<file path="config.mk">
export PLATFORM = sky130hd
export DESIGN_NAME = mdu_iter
export DESIGN_NICKNAME = d
export VERILOG_FILES = /design/src/rtl/mdu_iter.sv
export SDC_FILE = /design/constraint.sdc
export NUM_CORES = 1
export LEC_CHECK = 0
export ABC_CLOCK_PERIOD_IN_PS = 3860
export CAP_MARGIN = 5
export CORE_ASPECT_RATIO = 0.6
export CORE_MARGIN = 3
export CORE_UTILIZATION = 35
export CTS_BUF_LIST = sky130_fd_sc_hd__clkbuf_4 sky130_fd_sc_hd__clkbuf_8 sky130_fd_sc_hd__clkbuf_16
export CTS_CLUSTER_DIAMETER = 40
export CTS_CLUSTER_SIZE = 30
export DETAILED_ROUTE_END_ITERATION = 10
export PLACE_DENSITY = 0.61
export SLEW_MARGIN = 10
export SYNTH_ARGS = -nofsm -noshare
export SYNTH_HDL_FRONTEND = slang
export SYNTH_SLANG_ARGS = --single-unit
export TNS_END_PERCENT = 100
</file>
<file path="constraint.sdc">
create_clock -name clk -period 3.86 [get_ports clk]
set_input_delay 0.579 -clock clk [delete_from_list [all_inputs] [get_ports clk]]
set_output_delay 0.579 -clock clk [all_outputs]
set_load 0.02 [all_outputs]
</file>
<file path="src/rtl/mdu_iter.sv">
// Iterative multiply/divide unit with HI/LO result registers, one radix-2 step per cycle.
// Optional MADD/MADDU/MSUB/MSUBU accumulate ops are built only when MDU_MADD_EN is defined.
module mdu_iter #(
  parameter int WIDTH = 32
) (
  input  logic             clk,
  input  logic             reset,
  input  logic [3:0]       op,
  input  logic [WIDTH-1:0] d1,
  input  logic [WIDTH-1:0] d2,
  input  logic             flush,
  output logic [WIDTH-1:0] dout,
  output logic             busy,
  output logic             div_zero
);

  localparam int CW = $clog2(WIDTH);

  localparam logic [1:0] S_IDLE = 2'd0;
  localparam logic [1:0] S_CALC = 2'd1;
  localparam logic [1:0] S_FIN  = 2'd2;

  localparam logic [3:0] OP_MULT  = 4'b0010;
  localparam logic [3:0] OP_MULTU = 4'b0011;
  localparam logic [3:0] OP_DIV   = 4'b0100;
  localparam logic [3:0] OP_DIVU  = 4'b0101;
  localparam logic [3:0] OP_MFHI  = 4'b0110;
  localparam logic [3:0] OP_MFLO  = 4'b0111;
  localparam logic [3:0] OP_MTHI  = 4'b1000;
  localparam logic [3:0] OP_MTLO  = 4'b1001;
`ifdef MDU_MADD_EN
  localparam logic [3:0] OP_MADD  = 4'b1010;
  localparam logic [3:0] OP_MADDU = 4'b1011;
  localparam logic [3:0] OP_MSUB  = 4'b1100;
  localparam logic [3:0] OP_MSUBU = 4'b1101;
`endif

  logic [1:0]         state;
  logic [CW-1:0]      cnt;
  logic [WIDTH-1:0]   hi, lo;
  logic [WIDTH-1:0]   mag_a, mag_b;
  logic [2*WIDTH-1:0] prod;
  logic [3:0]         op_r;
  logic               neg_a, neg_b;

  logic               start, accept, is_div_in, sgn_in, is_div_r;
  logic [WIDTH-1:0]   abs_a, abs_b;
  logic [WIDTH:0]     add_sum, trial, diff;
  logic [2*WIDTH-1:0] step, res_mul, hilo_nxt;
  logic [WIDTH-1:0]   quo, rem;

  function automatic logic [WIDTH-1:0] magnitude(input logic [WIDTH-1:0] v, input logic s);
    return (s && v[WIDTH-1]) ? -v : v;
  endfunction

  always_comb begin
    start = 1'b0;
    case (op)
      OP_MULT, OP_MULTU, OP_DIV, OP_DIVU: start = 1'b1;
`ifdef MDU_MADD_EN
      OP_MADD, OP_MADDU, OP_MSUB, OP_MSUBU: start = 1'b1;
`endif
      default: start = 1'b0;
    endcase
  end

  // Signed variants all have op[0] == 0 among the start ops
  assign sgn_in    = ~op[0];
  assign is_div_in = (op == OP_DIV) || (op == OP_DIVU);
  assign abs_a     = magnitude(d1, sgn_in);
  assign abs_b     = magnitude(d2, sgn_in);
  assign accept    = (state == S_IDLE) && start && !flush;
  assign busy      = (state != S_IDLE) || accept;
  assign is_div_r  = (op_r == OP_DIV) || (op_r == OP_DIVU);

  // prod holds {partial, multiplier} for multiply and {remainder, dividend} for divide
  always_comb begin
    add_sum = {1'b0, prod[2*WIDTH-1:WIDTH]} + (prod[0] ? {1'b0, mag_a} : '0);
    trial   = prod[2*WIDTH-1:WIDTH-1];
    diff    = trial - {1'b0, mag_b};
    if (is_div_r)
      step = diff[WIDTH] ? {prod[2*WIDTH-2:0], 1'b0}
                         : {diff[WIDTH-1:0], prod[WIDTH-2:0], 1'b1};
    else
      step = {add_sum, prod[WIDTH-1:1]};
  end

  always_comb begin
    res_mul = (neg_a ^ neg_b) ? -prod : prod;
    quo     = (neg_a ^ neg_b) ? -prod[WIDTH-1:0] : prod[WIDTH-1:0];
    rem     = neg_a ? -prod[2*WIDTH-1:WIDTH] : prod[2*WIDTH-1:WIDTH];
    hilo_nxt = {hi, lo};
    case (op_r)
      OP_MULT, OP_MULTU: hilo_nxt = res_mul;
      OP_DIV, OP_DIVU:   if (mag_b != '0) hilo_nxt = {rem, quo};
`ifdef MDU_MADD_EN
      OP_MADD, OP_MADDU: hilo_nxt = {hi, lo} + res_mul;
      OP_MSUB, OP_MSUBU: hilo_nxt = {hi, lo} - res_mul;
`endif
      default: hilo_nxt = {hi, lo};
    endcase
  end

  always_ff @(posedge clk or negedge reset) begin
    if (!reset) begin
      state    <= S_IDLE;
      cnt      <= '0;
      hi       <= '0;
      lo       <= '0;
      mag_a    <= '0;
      mag_b    <= '0;
      prod     <= '0;
      op_r     <= '0;
      neg_a    <= 1'b0;
      neg_b    <= 1'b0;
      div_zero <= 1'b0;
    end else begin
      case (state)
        S_IDLE: begin
          if (accept) begin
            state    <= S_CALC;
            cnt      <= CW'(WIDTH - 1);
            op_r     <= op;
            mag_a    <= abs_a;
            mag_b    <= abs_b;
            neg_a    <= sgn_in & d1[WIDTH-1];
            neg_b    <= sgn_in & d2[WIDTH-1];
            prod     <= {{WIDTH{1'b0}}, is_div_in ? abs_a : abs_b};
            div_zero <= 1'b0;
          end else if (op == OP_MTHI) begin
            hi <= d1;
          end else if (op == OP_MTLO) begin
            lo <= d1;
          end
        end
        S_CALC: begin
          if (flush) begin
            state <= S_IDLE;
          end else begin
            prod <= step;
            cnt  <= cnt - 1'b1;
            if (cnt == '0) state <= S_FIN;
          end
        end
        S_FIN: begin
          state <= S_IDLE;
          if (!flush) begin
            {hi, lo} <= hilo_nxt;
            if (is_div_r && mag_b == '0) div_zero <= 1'b1;
          end
        end
        default: state <= S_IDLE;
      endcase
    end
  end

  assign dout = (op == OP_MFHI) ? hi :
                (op == OP_MFLO) ? lo : '0;

endmodule

</file>
==> metrics.txt, run 1 <==
min cycle time layout 3.786 ns; Port Buf Inserts 104; total CTS buffers 30; number of enable flip-flop cells after synthesis 0; worst reg-to-reg setup slack 0.07 ns; Post-synth ARST share 100.0%; Die Wd 284.8 µm; VDD IR max 0.0004148 V; combinational power share 53.1%; Avg Inst Size Synth 7.712 µm²; vias in the first global route 15,920; Mapped Area 0.01632 mm²; TritonCTS clock tree built; status completed; CTS H-Tree Depth 1; post-DR wirelength/cell 24.36 µm; Final Max Slew Viols 0; register area share after synthesis 31.44%; num rows 60; pin count of the biggest net entering global routing 152; Setup Skew 0.01571 ns; CP Launch Type register; sw power 6.390 mW; Yosys Warn Count 0; unrepaired setup endpoints after global routing false; Max Fclk 264.2 MHz; Hold Fails Final Rpt 0; area grow syn2layout 21.75%; crit path capture type register; vias 17,030; initial core utilization 35.93%; Sw Share 47.42%; final worst path period share 98.07%; Pleak 8.681 nW; Placed Cells 2,840; final wirelength 70,550 µm; Ant. Diodes 0; Sequential Power Share 25.5%; Die H 173.3 µm; clk slew on worst S/H paths 0.07 ns; r2r startpoint prod[18]; number of synthesized register bits 205; Power Density 678.4 mW/mm²; Final Power 13.48 mW; post_cts resized 0; initial antenna violation count 1; core area 0.04542 mm²; Post-DP HPWL 55,050 µm; kind of critical path reg -> reg; post-route ant nets 0; clock root buffer clkbuf_16; Arrival @ worst endpoint 4.26 ns; max cap viols 0; DRT iter0 DRCs 1,880; Clock Sinks 205; setup tns final 0 ns; I/O pin count 105; vias per std cell 5.881; global-route wire length before repair 104,800 µm; total gr overflow 0; cts hold-fix bufs 0; drt pass-1 iters 5; Synth Instances 2,116; GR Util All Layers 27.83%; internal power 7.087 mW; Post-CTS Setup Bufs 0; RR Endpoint hi[21]; share of total power in the clock network 21.4%; area of the die 0.04934 mm²; final setup vio count 0; Layout Cells excl Fill 2,896; nets@finish 2,395; syn nets 2,259; Hold Path Class in -> async; required time worst endpoint 4.34 ns; DRC violations left 0; clk_lat worst skew 0.59 ns; Slew headroom 26.92%; post-synth cell types 89; share of layout cells above drive strength 1 10.24%; CTS Buffer Depth 3; Tightest Pin Transition 1.092 ns; cells on worst reg2reg path 9; CP startpoint prod[18]; Routability Congestion 0.9820; largest fanout on the critical path 6; Synth Flop Type dfrtp_1
==> power groups by stage <==
stage	Sequential (mW)	Clock [mW]	Combinational (mW)
finish	3.43	2.88	7.16
global route	3.49	3.01	7.69
CTS	3.40	2.92	6.90
detailed placement	3.43	0	6.87
global placement	3.42	0	6.80
floorplan	3.24	0	4.39
==> worst max path at each step <==
stage	endpoint	slack (ns)	depth (start not counted)
2_1_floorplan	prod[57]	0.52	15
3_3_place_gp	prod[26]	0.13	13
3_5_place_dp	prod[26]	0.06	13
4_1_cts	prod[51]	0.19	12
5_1_grt	prod[51]	0.06	13
6_report	hi[21]	0.07	9
==> Yosys cell counts (5+ instances only) <==
cell / number / area share, %
o31ai_1: 45 / 2.1
o211ai_1: 13 / 0.60
dfrtp_1: 205 / 31
or4_1: 7 / 0.32
a21oi_1: 217 / 6.7
xor2_1: 81 / 4.3
o41ai_1: 7 / 0.38
nand2_1: 293 / 6.7
ha_1: 70 / 5.4
a21o_1: 25 / 1.2
inv_1: 73 / 1.7
nand3_1: 27 / 0.83
nor2_1: 211 / 4.9
a22o_1: 35 / 1.9
buf_1: 10 / 0.23
or3_1: 14 / 0.54
nor4_1: 30 / 1.2
mux2i_1: 25 / 1.5
nand4_1: 9 / 0.35
mux2_2: 5 / 0.35
o21bai_1: 5 / 0.23
and2_1: 37 / 1.4
o21ai_0: 179 / 5.5
o21a_1: 9 / 0.41
a31oi_1: 38 / 1.5
nand2b_1: 17 / 0.65
a221oi_1: 6 / 0.32
and3_1: 14 / 0.54
o21ai_1: 7 / 0.21
a211oi_1: 16 / 0.74
nor2b_1: 19 / 0.73
nor3_1: 48 / 1.5
xnor2_1: 88 / 4.7
nor3b_1: 6 / 0.28
a22oi_1: 16 / 0.74
clkbuf_1: 114 / 2.6
or2_2: 7 / 0.27
==> cell families after synthesis <==
logic type / count (synthesis) / synth area share (%)
XOR/XNOR: 169 / 9.071
AND/OR/NAND/NOR: 764 / 21.67
flip-flops: 205 / 31.44
buffers and inverters: 205 / 4.823
multiplexers: 31 / 1.971
adder cells (fa/ha/maj): 72 / 5.613
AO/OA/AOI/OAI: 670 / 25.42
==> routing by layer <==
layer,up-vias,track usage (%),routed length [µm]
li1,7793,-,-
met1,8232,42.21,32630
met2,911,35.24,25920
met3,95,12.92,10520
met4,0,5.094,1476
met5,-,0,0
==> layout make-up <==
type	count	area, µm²
Fill cell	4628	25550
Multi-Input combinational cell	1706	10470
Sequential cell	205	5130
Timing Repair Buffer	236	2175
Clock buffer	34	793.3
Tap cell	620	775.7
Inverter	73	274.0
Clock inverter	22	250.2
==> sequential cells by signal, indices dropped and copies added, names as in the netlist, 2 cells and up <==
signal  flops
cnt         5
hi         32
lo         32
mag_a      32
mag_b      32
op_r        3
prod       64
state       2
==> cell usage in the layout, fill, tap and decap left out, types with 7 or more instances in the layout <==
cell type and instances:
a211oi_1 16, a21o_1 25, a21oi_1 216, a22o_1 35, a22oi_1 16, a31oi_1 38, and2_1 37, and3_1 14
buf_12 11, buf_4 121, clkbuf_16 30, clkdlybuf4s50_1 103, dfrtp_1 205, ha_1 70, inv_1 73, mux2i_1 25
nand2_1 292, nand2b_1 16, nand3_1 27, nand4_1 9, nor2_1 210, nor2b_1 17, nor3_1 48, nor4_1 30
o211ai_1 13, o21a_1 9, o21ai_0 179, o21ai_1 7, o31ai_1 45, o41ai_1 7, or2_2 7, or3_1 14
or4_1 7, xnor2_1 88, xor2_1 80
==> critical path, cell delays in order, from the launching register on <==
cell	delay, ns
dfrtp_1	0.48
nor4_1	0.74
nand3_1	0.36
nor4_1	0.46
o21bai_1	0.38
nor2_1	0.47
a21oi_1	0.15
xnor2_1	0.31
a211oi_1	0.13
a21o_1	0.19
==> through the flow <==
| step | setup WS, ns | hold slack [ns] | utilization (%) | area [µm²] |
|---|---|---|---|---|
| CTS | 0.1876 | 0.1137 | 43.72 | 19860 |
| detailed placement | 0.06439 | 0.4626 | 41.42 | 18810 |
| global placement | 0.1308 | 0.4599 | 41.42 | 18810 |
| global route | 0.05841 | 0.1257 | 43.74 | 19870 |
| floorplan | 0.5230 | 0.2834 | - | 16320 |
| finish | 0.07446 | 0.03879 | 43.74 | 19870 |
Note: power is estimated with default switching activity, not from simulation.
==> run 2, diff against run 1 <==
--- a/config.mk
+++ b/config.mk
@@ -7,6 +7,8 @@
 export LEC_CHECK = 0
 export ABC_CLOCK_PERIOD_IN_PS = 3860
 export CAP_MARGIN = 5
+export CELL_PAD_IN_SITES_DETAIL_PLACEMENT = 1
+export CELL_PAD_IN_SITES_GLOBAL_PLACEMENT = 1
 export CORE_ASPECT_RATIO = 0.6
 export CORE_MARGIN = 3
 export CORE_UTILIZATION = 35
@@ -14,7 +16,7 @@
 export CTS_CLUSTER_DIAMETER = 40
 export CTS_CLUSTER_SIZE = 30
 export DETAILED_ROUTE_END_ITERATION = 10
-export PLACE_DENSITY = 0.61
+export PLACE_DENSITY = 0.75
 export SLEW_MARGIN = 10
 export SYNTH_ARGS = -nofsm -noshare
 export SYNTH_HDL_FRONTEND = slang
==> run 2 against run 1 <==
  * Utilization up 0.45 points
  * Global-route usage up 3.8 points
  * Critical path type unchanged
  * Die area unchanged
  * Highest routed layer is now met5
  * Register-to-register slack better by 0.12 ns
  * Power up 7.9%
==> metrics.txt, run 2 (synthesis results as in run 1) <==
max reg flops 64 (unchanged); crit path capture type register (unchanged); vias in the first global route 17,570 (was 15,920); post_cts resized 0 (unchanged); unrepaired setup endpoints after global routing false (unchanged); pin count of the biggest net entering global routing 103 (was 152); Reg with most FFs prod (unchanged); CTS H-Tree Depth 2 (was 1); Placement Cell Area 0.01881 mm² (unchanged); filler cell count 5,505 (was 4,628); most common cell after layout, fill and taps aside nand2_1 (unchanged); GR Util All Layers 31.67% (was 27.83%); minimum hold slack 0.1392 ns (was 0.03879 ns); Final Power 14.54 mW (was 13.48 mW); status completed (unchanged); multi-input logic area 0.01047 mm² (about the same); CP startpoint prod[0] (was prod[18]); core area 0.04542 mm² (unchanged); share of layout cells above drive strength 1 10.83% (was 10.24%); kind of critical path reg -> reg (unchanged); Die Wd 284.8 µm (unchanged); Post-CTS Setup Bufs 0 (unchanged); DRT iter0 DRCs 1,795 (was 1,880); final setup vio count 0 (unchanged); nets@finish 2,406 (was 2,395); Arrival @ worst endpoint 4.10 ns (was 4.26 ns); setup tns final 0 ns (unchanged); vias 17,620 (was 17,030); post-route ant nets 0 (unchanged); global-route wire length before repair 117,700 µm (was 104,800 µm); Post-DP HPWL 63,470 µm (was 55,050 µm); I/O pin count 105 (unchanged); final worst path period share 94.97% (was 98.07%); total gr overflow 0 (unchanged); Final Max Slew Viols 0 (unchanged); Port Buf Inserts 104 (unchanged); Clock Sinks 205 (unchanged); largest fanout on the critical path 26 (was 6); vias per std cell 6.050 (was 5.881); Routability Congestion 1.016 (was 0.9820); Setup Skew 0.02225 ns (was 0.01571 ns); CP Launch Type register (unchanged); Power Density 724.2 mW/mm² (was 678.4 mW/mm²); initial antenna violation count 1 (unchanged); final wirelength 79,970 µm (was 70,550 µm); cts hold-fix bufs 0 (unchanged); max cap viols 0 (unchanged); VDD IR max 0.0003112 V (was 0.0004148 V); drt pass-1 iters 5 (unchanged); clock root buffer clkbuf_16 (unchanged); Hold Fails Final Rpt 0 (unchanged); CTS Buffer Depth 3 (unchanged); total CTS buffers 36 (was 30); DRC violations left 0 (unchanged); Max Fclk 272.8 MHz (was 264.2 MHz); area grow syn2layout 23.01% (was 21.75%); clk slew on worst S/H paths 0.06 ns (was 0.07 ns); Pleak 8.792 nW (was 8.681 nW); r2r startpoint prod[0] (was prod[18]); commonest cells after routing, fill and taps aside nand2_1 (292), a21oi_1 (216), nor2_1 (210), dfrtp_1 (205), o21ai_0 (178) (was nand2_1 (292), a21oi_1 (216), nor2_1 (210), dfrtp_1 (205), o21ai_0 (179)); Slew headroom 24.84% (was 26.92%); Hold Path Class in -> async (unchanged); clk_lat worst skew 0.54 ns (was 0.59 ns); TritonCTS clock tree built (unchanged); worst reg-to-reg setup slack 0.19 ns (was 0.07 ns); Die H 173.3 µm (unchanged); Finished Cell Area 0.02007 mm² (was 0.01987 mm²); initial core utilization 35.93% (unchanged); area of the die 0.04934 mm² (unchanged); Tightest Pin Transition 1.127 ns (was 1.092 ns); post-DR wirelength/cell 27.46 µm (was 24.36 µm); num rows 60 (unchanged); min cycle time layout 3.666 ns (was 3.786 ns); required time worst endpoint 4.30 ns (was 4.34 ns); FF+latch area 0.005130 mm² (unchanged)
==> run 2: cell types whose count changed in the layout (fill, tap and decap cells not counted), sizes merged <==
cell / delta
buf: +5
bufinv: +1
clkbuf: +7
clkinv: -4
clkinvlp: -1
diode: +2
inv: +6
==> run 2: layout make-up <==
class                   instances  share of cell area, %
diodes                          2                0.02493
clock buffers                  41                  4.825
clock inverters                24                  1.353
inverters                      73                  1.365
multi-input cells            1706                  52.18
flip-flops and latches        205                  25.56
well taps                     620                  3.865
repair buffers                241                  10.83
==> run 2: metrics by stage <==
step / utilization [%] / worst slack, ns / cells
floorplan: - / 0.5230 / 2116
global placement: 41.42 / 0.1707 / 2845
detailed placement: 41.42 / 0.2048 / 2845
CTS: 44.15 / 0.2157 / 2910
global route: 44.18 / 0.04242 / 2910
finish: 44.20 / 0.1940 / 2912
==> run 2: metal layers <==
| layer | GRT usage (%) | up-vias | wire, µm |
|---|---|---|---|
| li1 | - | 7820 | - |
| met1 | 47.77 | 8804 | 37650 |
| met4 | 5.908 | 2 | 1530 |
| met2 | 41.45 | 885 | 30040 |
| met5 | 0 | - | 15 |
| met3 | 13.26 | 108 | 10750 |
==> run 2: power breakdown <==
group,leakage [nW],internal [mW],total [mW],switching (mW)
sequential,2.55,2.77,3.58,0.807
combinational,5.64,2.69,7.58,4.89
clock,0.597,2.05,3.38,1.33
==> run 2: final timing paths <==
path	endpoint	cells past startpoint
setup / recovery	prod[56]	13
hold reg to reg	mag_a[25]	2
hold / removal	mag_a[11]	1
min in group clk	mag_a[25]	2
max in group asynchronous	prod[3]	2
setup reg to reg	prod[56]	13
==> run 2: worst max-delay path, stage by stage (launching register included) <==
cell and delay [ns]:
dfrtp_1 0.38, buf_4 0.14, buf_4 0.20, and2_1 0.17, ha_1 0.34, a21o_1 0.19
a21o_1 0.18, a2111oi_0 0.45, o211ai_1 0.27, a31oi_4 0.32, o21ai_2 0.11, a2111oi_0 0.43
o21ai_0 0.22, o211ai_1 0.14
